## config.mk

```make
export PLATFORM = sky130hd
export DESIGN_NAME = shift_add_multiplier_flat
export DESIGN_NICKNAME = d
export VERILOG_FILES = /design/src/rtl/shift_add_multiplier_if.sv /design/src/rtl/shift_add_multiplier.sv /design/src/flat_wrapper.sv
export SDC_FILE = /design/constraint.sdc
export NUM_CORES = 1
export LEC_CHECK = 0
export BUFFER_PORTS_ARGS = -buffer_cell sky130_fd_sc_hd__buf_4
export CORE_MARGIN = 1.5
export CORE_UTILIZATION = 57
export CTS_CLUSTER_SIZE = 25
export DETAILED_ROUTE_END_ITERATION = 8
export PLACE_DENSITY = 0.85
export SYNTH_ARGS = -nofsm -noshare
export SYNTH_HDL_FRONTEND = slang
export SYNTH_SLANG_ARGS = --single-unit
```

## constraint.sdc

```tcl
create_clock -name clk -period 2.9 [get_ports clk]
set_clock_uncertainty 0.1 [all_clocks]
set_input_delay 0 -clock clk [delete_from_list [all_inputs] [get_ports clk]]
set_output_delay 0 -clock clk [all_outputs]
set_load 0.1 [all_outputs]
```

## src/rtl/shift_add_multiplier_if.sv

```systemverilog
// Handshake/operand bundle for shift_add_multiplier; r_err exists only when REM_CHECK_EN is defined.
// The requester holds the master modport; the multiplier holds the slave modport.
interface shift_add_multiplier_if #(
    parameter int N = 4
);
    logic           start;
    logic [N-1:0]   q;
    logic [N-1:0]   d;
    logic [N:0]     r;
    logic           busy;
    logic           done;
    logic [2*N:0]   p;
`ifdef REM_CHECK_EN
    logic           r_err;

    modport master (
        output start, q, d, r,
        input  busy, done, p, r_err
    );

    modport slave (
        input  start, q, d, r,
        output busy, done, p, r_err
    );
`else
    modport master (
        output start, q, d, r,
        input  busy, done, p
    );

    modport slave (
        input  start, q, d, r,
        output busy, done, p
    );
`endif
endinterface

```

## src/rtl/shift_add_multiplier.sv

```systemverilog
// Sequential unsigned shift-and-add multiplier computing p = q*d + r, one partial product per clock.
// Optional macro REM_CHECK_EN adds the registered remainder range flag r_err = (r >= d).
//
// state | meaning
// IDLE  | waiting for start; operands sampled on the accepting edge
// RUN   | N shift-and-add iterations
// DONE  | one-cycle done pulse, p valid
module shift_add_multiplier #(
    parameter int N = 4
) (
    input  logic                  clk,
    input  logic                  rst,
    shift_add_multiplier_if.slave bus
);
    localparam int PW = 2 * N + 1;
    localparam int CW = $clog2(N + 1);

    typedef enum logic [1:0] {
        IDLE = 2'd0,
        RUN  = 2'd1,
        DONE = 2'd2
    } state_t;

    state_t          state_q;
    state_t          state_d;
    logic [PW-1:0]   acc;
    logic [PW-1:0]   mcand;
    logic [N-1:0]    mplier;
    logic [CW-1:0]   cnt;
    logic [PW-1:0]   p_reg;
    logic [PW-1:0]   acc_sum;
    logic            load;
    logic            last_iter;
    logic            busy;
    logic            done;

    always_ff @(posedge clk) begin
        if (rst) begin
            state_q <= IDLE;
        end else begin
            state_q <= state_d;
        end
    end

    always_comb begin
        state_d   = state_q;
        busy      = 1'b0;
        done      = 1'b0;
        load      = 1'b0;
        last_iter = 1'b0;
        case (state_q)
            IDLE: begin
                if (bus.start) begin
                    load    = 1'b1;
                    state_d = RUN;
                end
            end
            RUN: begin
                busy = 1'b1;
                if (cnt == CW'(N - 1)) begin
                    last_iter = 1'b1;
                    state_d   = DONE;
                end
            end
            DONE: begin
                busy    = 1'b1;
                done    = 1'b1;
                state_d = IDLE;
            end
            default: state_d = IDLE;
        endcase
    end

    // The sum is formed combinationally so the last iteration can feed p directly.
    assign acc_sum = mplier[0] ? (acc + mcand) : acc;

    always_ff @(posedge clk) begin
        if (rst) begin
            acc    <= '0;
            mcand  <= '0;
            mplier <= '0;
            cnt    <= '0;
            p_reg  <= '0;
        end else if (load) begin
            acc    <= {{(PW - N - 1){1'b0}}, bus.r};
            mcand  <= {{(PW - N){1'b0}}, bus.d};
            mplier <= bus.q;
            cnt    <= '0;
        end else if (state_q == RUN) begin
            acc    <= acc_sum;
            mcand  <= mcand << 1;
            mplier <= mplier >> 1;
            cnt    <= cnt + 1'b1;
            if (last_iter) begin
                p_reg <= acc_sum;
            end
        end
    end

`ifdef REM_CHECK_EN
    logic r_err;

    always_ff @(posedge clk) begin
        if (rst) begin
            r_err <= 1'b0;
        end else if (load) begin
            r_err <= (bus.r >= {1'b0, bus.d});
        end
    end

    assign bus.r_err = r_err;
`endif

    assign bus.busy = busy;
    assign bus.done = done;
    assign bus.p    = p_reg;
endmodule

```

## src/flat_wrapper.sv

```systemverilog
// flat-port wrapper written by rule: the top's interface ports become plain ports
module shift_add_multiplier_flat 
#(
    parameter int N = 4
)
  (clk, rst, bus_start, bus_q, bus_d, bus_r, bus_busy, bus_done, bus_p);
  shift_add_multiplier_if #(.N(N)) bus_i ();
  input  logic clk;
  input  logic rst;
  input wire logic [$bits(bus_i.start)-1:0] bus_start;
  input wire logic [$bits(bus_i.q)-1:0] bus_q;
  input wire logic [$bits(bus_i.d)-1:0] bus_d;
  input wire logic [$bits(bus_i.r)-1:0] bus_r;
  output wire logic [$bits(bus_i.busy)-1:0] bus_busy;
  output wire logic [$bits(bus_i.done)-1:0] bus_done;
  output wire logic [$bits(bus_i.p)-1:0] bus_p;
  assign bus_i.start = bus_start;
  assign bus_i.q = bus_q;
  assign bus_i.d = bus_d;
  assign bus_i.r = bus_r;
  assign bus_busy = bus_i.busy;
  assign bus_done = bus_i.done;
  assign bus_p = bus_i.p;
  shift_add_multiplier #(.N(N)) u_core (.clk(clk), .rst(rst), .bus(bus_i));
endmodule
```

### After elaboration in Yosys (flattened, before gate mapping)

Cells that the tools add are included.
W data, S select, Z words.

| storage, ports and cells | value |
|---|---|
| register bits after elaboration | 36 |
| bits of input ports | 16 |

| cells by class | value |
|---|---|
| add/sub/neg operators | 2 |
| equality and inequality tests | 5 |
| mux-type cells | 16 |
| bitwise logic cells | 1 |
| reductions and logical operators | 6 |

Operator list:

| operator | count |
|---|---|
| $mux W4 | 4 |
| $mux W5 | 2 |
| $add A9 B9 Y9 | 1 |
| $mux W9 | 1 |
| $mux W1 | 6 |
| $mux W2 | 2 |
| $pmux W2 S2 | 1 |
| $reduce_or A2 Y1 | 2 |
| $add A3 B1 Y3 const B | 1 |
| $eq A3 B2 Y1 const B | 1 |
| $reduce_and A3 Y1 | 1 |
| $eq A2 B1 Y1 const B | 1 |
| $eq A2 B2 Y1 const B | 1 |
| $logic_not A2 Y1 | 1 |
| $ne A2 B1 Y1 const B | 1 |
| $ne A2 B2 Y1 const B | 1 |
| $reduce_and A2 Y1 | 1 |
| $reduce_bool A2 Y1 | 1 |
| $not A1 Y1 | 1 |

### Logic depth before layout (Yosys ltp)

Gate-level depths: netlist of run 1.

| depth | value |
|---|---|
| word-level depth | 4 |
| depth in mapped cells | 8 |
| mapped depth without buffers | 8 |

### Worst setup path after synthesis of run 1

Ideal clock, no wire load.

| path | value |
|---|---|
| path type | register -> register |
| start | register u_core.mcand[0] |
| end | register u_core.p_reg[6] (netlist: u_core.bus.p[6]) |
| setup time | 91 ps |
| data arrival time | 1,856 ps |
| data required time | 2,709 ps |
| slack | 853 ps |
| stages on the path, launching flop included | 9 |
| path buffers | 0 |
| clock period less this slack | 2,047 ps |
| cells stage by stage | dfxtp_1 ha_1 inv_1 fa_1 nand2b_1 a211oi_1 nor2_1 xor2_1 a311oi_1 |

| on the way | value |
|---|---|
| word-level cells in the longest chain between the ends | 2 |

RTL lines:

| element | line | source |
|---|---|---|
| start, declared | shift_add_multiplier.sv:27 | `logic [PW-1:0] mcand;` |
| start signal, assigned | shift_add_multiplier.sv:86 | `mcand <= {{(PW - N){1'b0}}, bus.d};` |
| start signal, assigned | shift_add_multiplier.sv:91 | `mcand <= mcand << 1;` |
| $add A9 B9 Y9 | shift_add_multiplier.sv:75 | `assign acc_sum = mplier[0] ? (acc + mcand) : acc;` |
| $mux W9 | shift_add_multiplier.sv:75 |  |
| end signal, assigned | shift_add_multiplier.sv:95 | `p_reg <= acc_sum;` |
| end, declared | shift_add_multiplier.sv:30 | `logic [PW-1:0] p_reg;` |

No other way between the ends.
A chain may end at the register's enable or synchronous reset.

### Worst setup path in the final report of run 1

| path | value |
|---|---|
| start | register u_core.mcand[0] |
| end | register u_core.acc[4] |

| on the way | value |
|---|---|
| word-level cells in the longest chain between the ends | 4 |

RTL lines:

| element | line | source |
|---|---|---|
| $add A9 B9 Y9 | shift_add_multiplier.sv:75 |  |
| $mux W9 | shift_add_multiplier.sv:75 |  |
| $mux W5 | shift_add_multiplier.sv:89 | `end else if (state_q == RUN) begin` |
| $mux W5 | shift_add_multiplier.sv:84 | `end else if (load) begin` |
| end signal, assigned | shift_add_multiplier.sv:85 | `acc <= {{(PW - N - 1){1'b0}}, bus.r};` |
| end signal, assigned | shift_add_multiplier.sv:90 | `acc <= acc_sum;` |
| end, declared | shift_add_multiplier.sv:26 | `logic [PW-1:0] acc;` |

No other way between the ends. The select of a mux whose other input is x is not followed.

==> run summary, run 1 <==
• number of warnings printed during yosys synthesis: 0
• count of final max-slew check failures: 0
• final WL: 4750 microns
• max-cap violation count: 0
• worst hold slack: 0.373 ns
• Die H: 61.8 microns
• Synth Cell Area: 1970 sq um
• gp weighted congestion: 0.833
• clock insertion delay at the later pin of the skew report: 0.36 ns
• violated checks: negative setup slack
• switching power: 391 uW
• detail-routed net length per standard cell: 14.6 microns
• Peak VDD IR: 0.364 mV
• Post-Place Setup Slack: 0.650 ns
• CP Capture Point: u_core.acc[4]
• sequential share of the synthesized area: 0.366
• required time worst endpoint: 3.11 ns
• share of total power consumed by net switching: 0.328
• initial antenna violation count: 0
• Root Driver: clkbuf_4
• number of instances in the synthesized netlist: 229
• Cell Area, Placed: 2170 sq um
• data arrival time of the critical path: 3.16 ns
• multi-input combinational cell area: 1170 sq um
• number of remaining DRC errors: 0
• number of diodes: 0
• worst stage delay on the critical path: 0.61 ns
• ys async rst share: 0
• portion of total power attributed to the clock network: 0.246
• syn avg cell area: 8.60 sq um
• effective utilization at floorplan: 0.590
• R2R Path Start: u_core.mcand[0]
• Post-DRT Antenna Nets: 0
• slack of the worst reg-to-reg path: -0.05 ns
• Synthesized Nets: 260
• Final WS setup: -0.0488 ns
• total CTS buffers: 5
• cell-by-cell listing of the critical path: ha_2, inv_1, fa_1, nand2b_1, a21oi_2, xor2_1, a21oi_1, nor4_1, dlygate4sd3_1
• Final Hold Violating Endpoints: 0
• Initial DRC Count: 104
• EDFF count, synth: 0
• CTS clk-pin slew, worst paths: 0.12 ns
• clock sinks: 36
• CP Capture Type: register
• count of cell instances traversed by the critical path: 9
• largest delay contributor family on the critical path: buffers and inverters
• number of optimization iterations in the first detailed-route pass: 4
• wire length of the first global-routing pass: 7180 microns
• number of register bits inferred by synthesis: 36
• transition time at the pin with the least slew margin: 0.714 ns
• ratio of cells with drive above 1 in the final layout: 0.150
• via count of the first global-routing pass: 1,570
• power density over the cells: 471 nW/um^2
• classification of the worst-slack hold path: reg -> reg
• total area of sequential cells: 721 sq um
• DPL Wire Length: 2810 microns
• combinational power share: 0.285
• number of vias after detailed routing: 1,809
• number of top-level pins: 27
• commonest non-fill, non-tap cells in the layout: nor2_1, dfxtp_1, dlygate4sd3_1, buf_4, nand2_1
• shortest clock period the worst path allows after layout: 2.95 ns
• outcome: finished, violations left
• clock tree from TritonCTS: built
• area of the core region: 3340 sq um
• Synth Flop Type: dfxtp_1
• slew margin rel.: 0.523
• final clock period utilization by the worst path: 1.02
• Die Area: 3820 sq um
• core occupancy in the finished layout: 0.759
• Area growth, synth to finish: 28.7%
• worst setup path start: u_core.mcand[0]
• Sequential Power Share: 0.469
• library cell contributing the largest single delay on the critical path: dlygate4sd3_1
• Worst Reg-to-Reg Cells: 9
• number of cell rows: 21
• aggregate negative setup slack: -0.0488 ns
• post-synthesis cell type count: 44
• pin count of the biggest net entering global routing: 28
• detailed-route vias per instance: 5.55
• Setup Crit Path Kind: reg -> reg
• Fillers: 231
• internal power contribution: 803 uW
• startpoint types: register
• die width: 61.8 microns
• Max Freq: 339 MHz
• critical register-to-register path endpoint: u_core.acc[4]
• Static Leak: 1.04 nW
• Post-layout nets: 310
• Overflow after GRT: 0
• Overall Global Routing Usage: 0.258
• Final Instance Area: 2530 sq um
• htree depth: 2
• buffers and inverters on the worst path: 2
• leading cell type in the layout, fill and taps excluded: nor2_1
• Worst Path Max Fanout: 3
• final count of negative-setup-slack endpoints: 1
• number of I/O port buffers: 26
• Bufs on Longest Clock Path: 2
[logic make-up (layout without fill, tap and decap cells)]
kind of cell / count (synthesis) / in the layout / share of synthesized area
adders and majority gates: 15 / 15 / 0.0991
buffers and inverters: 21 / 72 / 0.0432
AOI/OAI and AO/OA: 59 / 59 / 0.214
and+or+nand+nor: 78 / 78 / 0.179
xor gates and xnor gates: 5 / 5 / 0.0222
muxes: 15 / 15 / 0.0762
DFF: 36 / 36 / 0.366
[worst min-delay path, delay by kind of cell, from the launching register on]
kind	cells	cell delay (ns)
AO/OA/AOI/OAI	1	0.06
flip-flops	1	0.32
AND/OR/NAND/NOR	1	0.05
[per-stage QoR]
stage	cells	power (mW)
after global routing	326	1.23
after CTS	325	1.15
final	326	1.19
after global placement	288	0.829
after detailed placement	288	0.837
after floorplan	229	0.779
[worst min-delay path by stage]
stage	start	end	slack (ns)	depth (start not counted)
finish	u_core.bus.p[1]	u_core.bus.p[1]	0.37	2
detailed placement	bus_r[2]	u_core.acc[2]	0.14	3
global placement	bus_r[2]	u_core.acc[2]	0.13	3
global route	u_core.bus.p[1]	u_core.bus.p[1]	0.41	2
floorplan	bus_r[3]	u_core.acc[3]	0.04	2
CTS	u_core.bus.p[1]	u_core.bus.p[1]	0.38	2
[layout make-up]
class / count / area share
clock buffers: 8 / 0.0232
inverters: 7 / 0.0104
multi-input cells: 172 / 0.462
flip-flops and latches: 36 / 0.284
well taps: 46 / 0.0227
repair buffers: 57 / 0.198
[layer usage]
metal / up-vias / track usage / routed length [microns] / part of all wire
met5: - / 0 / 0 / 0
met1: 824 / 0.345 / 2120 / 0.45
li1: 912 / - / - / -
met4: 0 / 0.0942 / 79 / 0.017
met2: 61 / 0.408 / 2290 / 0.48
met3: 12 / 0.0621 / 257 / 0.054
[power by group through the flow]
stage               registers [mW]  logic [mW]  clock network, mW
detailed placement           0.568       0.269                  0
global placement             0.566       0.263                  0
CTS                          0.556       0.316              0.282
global route                 0.563       0.367              0.305
floorplan                    0.552       0.227                  0
finish                       0.560       0.341              0.294
[synthesized netlist by cell type, drive strengths merged (4+ instances only)]
master,instances,area share
mux2i,15,0.076
nor2,37,0.071
ha,14,0.089
and2,4,0.013
a21oi,12,0.030
nand2,17,0.032
dfxtp,36,0.37
inv,7,0.013
o21ai,8,0.020
a211oi,16,0.066
clkbuf,8,0.015
buf,6,0.015
[repair_timing]
action                                 in CTS  in global routing
buffers inserted                            0                  1
gates resized for setup                     0                  2
endpoints found under the hold margin      24                  0
setup endpoints to repair                   0                  1
hold buffers                               29                  0
No activity file was read; power rests on OpenSTA's default activity.
==> run 2, diff against run 1 <==
RECOVER_POWER = 25   (was unset)
==> run summary, run 2 (synthesis results as in run 1) <==
• Static Leak: 0.993 nW
• power density over the cells: 478 nW/um^2
• Bufs on Longest Clock Path: 2
• required time worst endpoint: 3.11 ns
• internal power contribution: 800 uW
• pin count of the biggest net entering global routing: 28
• detailed-route vias per instance: 5.52
• area of the core region: 3340 sq um
• classification of the worst-slack hold path: reg -> reg
• total CTS buffers: 5
• final clock period utilization by the worst path: 1.02
• Overall Global Routing Usage: 0.258
• clock sinks: 36
• Sequential Power Share: 0.470
• Worst Path Max Fanout: 3
• leading cell type in the layout, fill and taps excluded: nor2_1
• Final WS setup: -0.0493 ns
• CTS clk-pin slew, worst paths: 0.12 ns
• slew margin rel.: 0.222
• max-cap violation count: 0
• number of optimization iterations in the first detailed-route pass: 4
• transition time at the pin with the least slew margin: 1.17 ns
• startpoint types: register
• commonest non-fill, non-tap cells in the layout: nor2_1, dfxtp_1, dlygate4sd3_1, nand2_1, buf_4
• clock tree from TritonCTS: built
• number of cell rows: 21
• combinational power share: 0.283
• number of top-level pins: 27
• Initial DRC Count: 125
• final count of negative-setup-slack endpoints: 1
• number of vias after detailed routing: 1,801
• Final Hold Violating Endpoints: 0
• shortest clock period the worst path allows after layout: 2.95 ns
• via count of the first global-routing pass: 1,570
• share of total power consumed by net switching: 0.328
• data arrival time of the critical path: 3.15 ns
• Post-layout nets: 310
• Area growth, synth to finish: 26.6%
• aggregate negative setup slack: -0.0493 ns
• multi-input combinational cell area: 1170 sq um
• number of I/O port buffers: 26
• CP Capture Type: register
• Peak VDD IR: 0.363 mV
• Setup Crit Path Kind: reg -> reg
• Post-DRT Antenna Nets: 0
• clock insertion delay at the later pin of the skew report: 0.36 ns
• Overflow after GRT: 0
• ratio of cells with drive above 1 in the final layout: 0.111
• effective utilization at floorplan: 0.590
• count of final max-slew check failures: 0
• Max Freq: 339 MHz
• gp weighted congestion: 0.833
• portion of total power attributed to the clock network: 0.247
• violated checks: negative setup slack
• htree depth: 2
• Die Area: 3820 sq um
• Fillers: 245
• wire length of the first global-routing pass: 7180 microns
• Die H: 61.8 microns
• detail-routed net length per standard cell: 14.5 microns
• number of diodes: 0
• final WL: 4740 microns
• die width: 61.8 microns
• total area of sequential cells: 721 sq um
• Root Driver: clkbuf_4
• number of remaining DRC errors: 0
• outcome: finished, violations left
• switching power: 391 uW
• DPL Wire Length: 2810 microns
• initial antenna violation count: 0
• worst hold slack: 0.373 ns
==> run 2: cell count changes in the layout (fill, tap and decap cells not counted) <==
cell / previous run / this run
clkbuf_1: 2 / 13
buf_4: 28 / 17
==> run 2: timing repair <==
action	4_1_cts	5_1_grt
hold buffers	29	0
hold endpoints to repair	24	0
setup buffers	0	1
setup endpoints to repair	0	1
gates resized for setup	0	2
==> run 2: path summary, 6_finish.rpt <==
kind | startpoint | end | slack (ns) | cells past startpoint
setup reg to reg | u_core.mcand[0] | u_core.acc[4] | -0.05 | 9
hold / removal | u_core.bus.p[1] | u_core.bus.p[1] | 0.37 | 2
hold reg to reg | u_core.bus.p[1] | u_core.bus.p[1] | 0.37 | 2
setup / recovery | u_core.mcand[0] | u_core.acc[4] | -0.05 | 9
==> run 2: layout make-up <==
cell class / count / share of cell area
multi-input cells: 172 / 0.469
inverters: 7 / 0.0105
well taps: 46 / 0.0231
clock buffers: 8 / 0.0236
repair buffers: 57 / 0.184
flip-flops and latches: 36 / 0.289
==> run 2: per-layer routing <==
metal | routed length [microns] | share of wire | track usage
met1 | 2160 | 0.45 | 0.345
met2 | 2280 | 0.48 | 0.408
met3 | 230 | 0.049 | 0.0621
met4 | 76 | 0.016 | 0.0942
met5 | 0 | 0 | 0
==> run 2: critical path: stages, from the launching register on <==
cell,delay [ns]
dfxtp_1,0.39
ha_2,0.21
inv_1,0.06
fa_1,0.39
nand2b_1,0.21
a21oi_2,0.20
xor2_1,0.25
a21oi_1,0.14
nor4_1,0.35
dlygate4sd3_1,0.61
==> run 2: stage by stage <==
stage	area [sq um]	setup WS (ns)	power, mW	util	instances
4_1_cts	2520	0.195	1.15	0.755	325
5_1_grt	2490	-0.163	1.23	0.747	326
2_1_floorplan	1970	0.853	0.779	-	229
6_report	2490	-0.0493	1.19	0.747	326
3_5_place_dp	2170	0.650	0.837	0.651	288
3_3_place_gp	2170	0.695	0.829	0.651	288
==> run 2: power groups by stage <==
stage / logic [mW] / registers [mW] / clock network (mW)
after global placement: 0.263 / 0.566 / 0
final: 0.337 / 0.560 / 0.294
after floorplan: 0.227 / 0.552 / 0
after global routing: 0.364 / 0.563 / 0.305
after detailed placement: 0.269 / 0.568 / 0
after CTS: 0.316 / 0.556 / 0.282
